### src/rtl/leds_uart_reporter.sv
// Watches the SOC LEDS register and prints each new value over UART 8N1
// as eight uppercase hex digits followed by CR LF.
module leds_uart_reporter #(
    parameter int CLKS_PER_BIT = 16
) (
    input  logic        CLK,
    input  logic        RESET,
    input  logic [31:0] LEDS,
    output logic        TX,
    output logic        BUSY,
    output logic        DROPPED
);

    localparam int CW = $clog2(CLKS_PER_BIT);
    localparam logic [CW-1:0] LAST = CW'(CLKS_PER_BIT - 1);

    typedef enum logic [1:0] {
        IDLE,
        START,
        DATA,
        STOP
    } state_t;

    state_t        state;
    logic [CW-1:0] cnt;
    logic [2:0]    bit_idx;
    logic [3:0]    byte_idx;
    logic [31:0]   prev_leds;
    logic [31:0]   shadow;
    logic [31:0]   pending;
    logic          pending_valid;

    logic          change;
    logic [31:0]   shifted;
    logic [3:0]    nib;
    logic [7:0]    cur_byte;
    logic [2:0]    nxt_bit;

    assign change = (LEDS != prev_leds);

    // Character for the current byte slot, built from the frozen shadow value
    always_comb begin
        shifted  = shadow << {byte_idx[2:0], 2'b00};
        nib      = shifted[31:28];
        nxt_bit  = bit_idx + 3'd1;
        cur_byte = 8'h00;
        if (byte_idx == 4'd8) begin
            cur_byte = 8'h0D;
        end else if (byte_idx == 4'd9) begin
            cur_byte = 8'h0A;
        end else if (nib < 4'd10) begin
            cur_byte = {4'h3, nib};
        end else begin
            cur_byte = 8'h37 + {4'h0, nib};
        end
    end

    // Change tracking, overrun bookkeeping and the serialiser FSM
    always_ff @(posedge CLK or negedge RESET) begin
        if (!RESET) begin
            state         <= IDLE;
            cnt           <= '0;
            bit_idx       <= '0;
            byte_idx      <= '0;
            prev_leds     <= '0;
            shadow        <= '0;
            pending       <= '0;
            pending_valid <= 1'b0;
            TX            <= 1'b1;
            BUSY          <= 1'b0;
            DROPPED       <= 1'b0;
        end else begin
            prev_leds <= LEDS;
            if (state != IDLE && change) begin
                pending       <= LEDS;
                pending_valid <= 1'b1;
                if (pending_valid) begin
                    DROPPED <= 1'b1;
                end
            end
            unique case (state)
                IDLE: begin
                    TX <= 1'b1;
                    if (change) begin
                        shadow   <= LEDS;
                        byte_idx <= '0;
                        cnt      <= '0;
                        state    <= START;
                        TX       <= 1'b0;
                        BUSY     <= 1'b1;
                    end
                end
                START: begin
                    if (cnt == LAST) begin
                        cnt     <= '0;
                        bit_idx <= '0;
                        TX      <= cur_byte[0];
                        state   <= DATA;
                    end else begin
                        cnt <= cnt + CW'(1);
                    end
                end
                DATA: begin
                    if (cnt == LAST) begin
                        cnt <= '0;
                        if (bit_idx == 3'd7) begin
                            TX    <= 1'b1;
                            state <= STOP;
                        end else begin
                            bit_idx <= nxt_bit;
                            TX      <= cur_byte[nxt_bit];
                        end
                    end else begin
                        cnt <= cnt + CW'(1);
                    end
                end
                STOP: begin
                    if (cnt == LAST) begin
                        cnt <= '0;
                        TX  <= 1'b0;
                        if (byte_idx != 4'd9) begin
                            byte_idx <= byte_idx + 4'd1;
                            state    <= START;
                        end else begin
                            byte_idx <= '0;
                            if (change) begin
                                // Newest value wins over a queued one
                                shadow        <= LEDS;
                                pending_valid <= 1'b0;
                                if (pending_valid) begin
                                    DROPPED <= 1'b1;
                                end
                                state <= START;
                            end else if (pending_valid) begin
                                shadow        <= pending;
                                pending_valid <= 1'b0;
                                state         <= START;
                            end else begin
                                state <= IDLE;
                                BUSY  <= 1'b0;
                                TX    <= 1'b1;
                            end
                        end
                    end else begin
                        cnt <= cnt + CW'(1);
                    end
                end
                default: state <= IDLE;
            endcase
        end
    end

endmodule

### config.mk
export PLATFORM = sky130hd
export DESIGN_NAME = leds_uart_reporter
export DESIGN_NICKNAME = d
export VERILOG_FILES = /design/src/rtl/leds_uart_reporter.sv
export SDC_FILE = /design/constraint.sdc
export NUM_CORES = 1
export LEC_CHECK = 0
export CAP_MARGIN = 20
export CORE_ASPECT_RATIO = 0.8
export CORE_MARGIN = 5
export CORE_UTILIZATION = 59
export DETAILED_ROUTE_END_ITERATION = 12
export GPL_ROUTABILITY_DRIVEN = 0
export GPL_TIMING_DRIVEN = 0
export MAX_ROUTING_LAYER = met4
export PLACE_DENSITY = 0.8
export SYNTH_ARGS = -nofsm -noshare
export SYNTH_HDL_FRONTEND = slang
export SYNTH_SLANG_ARGS = --single-unit
### constraint.sdc
create_clock -name CLK -period 2.6 [get_ports CLK]
set_input_delay 0.39 -clock CLK [delete_from_list [all_inputs] [get_ports CLK]]
set_output_delay 0.39 -clock CLK [all_outputs]
set_load 0.02 [all_outputs]
==> out/metrics.yaml <==
critical_path:
  crit_start: "LEDS[10]"
  crit_arrival_ns: 2.85
  worstPathCellList: "clkdlybuf4s50_1 -> xor2_1 -> nor4_2 -> buf_4 -> and4_1 -> buf_6 -> nand3_4 -> o221ai_4 -> buf_12 -> buf_12 -> mux2_4"
  crit_fanout: 10
  worstSetupStartpointType: "primary input"
  reg2reg_slack_ns: 0.07
  crit_path_top_delay_cell: "clkdlybuf4s50_1"
  r2r_cells: 10
  crit_top_cell: "buf_12"
  r2r-end: "TX"
  path_delay_family: "buffers and inverters"
  cp_num_buf_inv: 5
  slowest_delay_ns: 0.53
  critPathCaptureType: "register"
  path_class: "primary input to register"
  r2r-start: "byte_idx[0]"
  worstPathRequired_ns: 2.89
sta:
  fmax_mhz: 392
  slew_violations: 0
  relSlewSlack: 0.462
  finalClockSkew_ns: 0.00784
  grt_setup_unrepaired: "true"
  worst_pin_slew_ns: 0.807
  hold_violations: 0
  finalCriticalPeriod_ns: 2.55
  setup_viol: 0
  period_share: 0.982
yosys:
  yosys-top-cells-area: "dfrtp_1 49%, mux2_4 16%, mux2_2 7.8%, xor2_1 4.9%, mux4_2 3.1%"
  syn-num-nets: 454
  ys.flop_type: "dfrtp_1"
  syn_area_um2: 5740
  ys_seq_area_frac: 0.493
  ys_async_sr_fraction: 1.00
  syn_avg_cell_area_um2: 14.0
  synth_area_leader_cell: "dfrtp_1"
  ys_top_cells_by_count: "112 x dfrtp_1, 60 x mux2_4, 40 x mux2_2"
  yosys_warnings: 0
  synth_edf_count: 0
  synthCells: 409
  netlist.area_leader.share: 0.488
  ys_types: 51
  synth.most_common_cell: "dfrtp_1"
  ys_ff_latch: 113
cts:
  cts_hold_buf: 0
  clk_latency_ns: 0.41
  clkSinkCount: 113
  clkTransAtPathRegs_ns: 0.05
  clock_path_buffers: 2
  cts_made_buffers: 17
  cts_max_level: 4
  cts_tree: "done"
  root_buffer: "clkbuf_16"
floorplan:
  rows: 32
  die_y_um: 98.2
  ios: 37
  core_area_um2: 9570
  fp.dieW_um: 120
  die-area_um2: 11800
  start_util: 0.600
route:
  drtPass1Iterations: 5
  wirelength_um: 12300
  dr.first_iter.drc_count: 316
  avgViaCountPerCell: 5.95
  drtAntennaViolNets: 0
  vias: 3615
  wl_per_cell_um: 20.2
  drc: 0
min_path:
  hp-class: "primary input to async pin"
layout:
  multi_input_comb_area_um2: 2800
  regArea_um2: 2830
  drive_gt1_frac: 0.380
  fill_cells: 572
  diodes: 0
  instances_no_fill: 608
  area_growth_pct: 24.6
  nets: 521
global_routing:
  grt_usage: 0.227
  grt_antenna_before_repair: 0
  grt_pass1_vias: 3727
  grt-ovfl-total: 0
  grt_pass1_wl_um: 19900
  grt_max_degree: 64
placement:
  dp_hpwl_um: 8250
  portBuffers: 36
  dpl.cell_count: 565
power:
  power_leakage_nw: 3.37
  irDropWorstVdd_mv: 0.591
  p_total_w: 0.00457
  power_density_nw_per_um2: 639
status:
  outcome: "complete, no violations"
run:
  maxCapViolCount: 0
[per-stage QoR]
stage / setup slack [ns] / TNS [ns] / hold slack (ns) / util / cell area [um^2]
floorplan: 0.339 / 0 / 0.0944 / - / 5740
global placement: -3.04 / -386.70 / 0.462 / 0.653 / 6250
detailed placement: -0.833 / -46.68 / 0.465 / 0.656 / 6280
CTS: 0.00779 / 0 / 0.0874 / 0.733 / 7010
global route: -0.0313 / -0.695 / 0.136 / 0.748 / 7150
finish: 0.0462 / 0 / 0.0575 / 0.748 / 7150
[layout make-up]
class | count | share of cell area
Sequential cell | 113 | 0.396
Multi-Input combinational cell | 266 | 0.391
Timing Repair Buffer | 48 | 0.0708
Clock buffer | 20 | 0.0652
Clock inverter | 12 | 0.0252
Buffer | 16 | 0.0240
Tap cell | 119 | 0.0208
Inverter | 14 | 0.00735
[worst max path at each step]
stage / to / slack, ns / depth (start not counted)
floorplan: TX / 0.34 / 10
global placement: pending[7] / -3.04 / 1
detailed placement: shadow[10] / -0.83 / 9
CTS: shadow[10] / 0.008 / 9
global route: shadow[15] / -0.03 / 10
finish: shadow[10] / 0.05 / 11
[worst register-to-register path, delay by kind of cell (launching register included)]
kind / cells / cell delay [ns]
multiplexers: 3 / 0.99
flip-flops: 1 / 0.42
buffers and inverters: 2 / 0.28
adder cells (fa/ha/maj): 1 / 0.23
AND/OR/NAND/NOR: 2 / 0.31
AO/OA/AOI/OAI: 2 / 0.24
[per-layer routing]
layer	vias to the layer above	GRT usage	part of all wire
met4	0	0.0897	0.016
met5	-	-	0
met2	102	0.342	0.49
met1	1845	0.298	0.45
li1	1646	-	-
met3	22	0.0573	0.045
[power by group]
| group | switching (W) | internal (W) |
|---|---|---|
| Clock | 0.000820 | 0.00168 |
| Combinational | 0.000114 | 0.000121 |
| Sequential | 0.0000260 | 0.00181 |
[state kept, by name (all words and copies together), names as in the netlist]
register,count
TX,1
pending,32
cnt,4
DROPPED,1
byte_idx,4
BUSY,1
state,2
bit_idx,3
shadow,32
prev_leds,32
pending_valid,1
[cell usage in the layout, fill, tap and decap left out, types with 10 or more instances in the layout]
master           count
buf_4               11
clkbuf_16           17
clkdlybuf4s50_1     20
dfrtp_1            111
dlymetal6s2s_1      12
ha_1                10
inv_1               13
mux2_2              40
mux2_4              60
nand2_1             13
xor2_1              32
[logic make-up after synthesis]
group,count (synthesis),share of synthesized area
AO/OA/AOI/OAI,52,0.0676
flip-flops,113,0.493
AND/OR/NAND/NOR,56,0.0534
multiplexers,112,0.278
buffers and inverters,30,0.0309
adder cells (fa/ha/maj),11,0.0240
XOR/XNOR,35,0.0534
[timing repair]
| action | 4_1_cts | 5_1_grt |
|---|---|---|
| endpoints found under the setup margin | 67 | 38 |
| setup buffers | 3 | 8 |
| pin swaps | 4 | 7 |
| gates resized for setup | 18 | 23 |
| hold endpoints to repair | 0 | 0 |
Note: power is estimated with default switching activity, not from simulation.
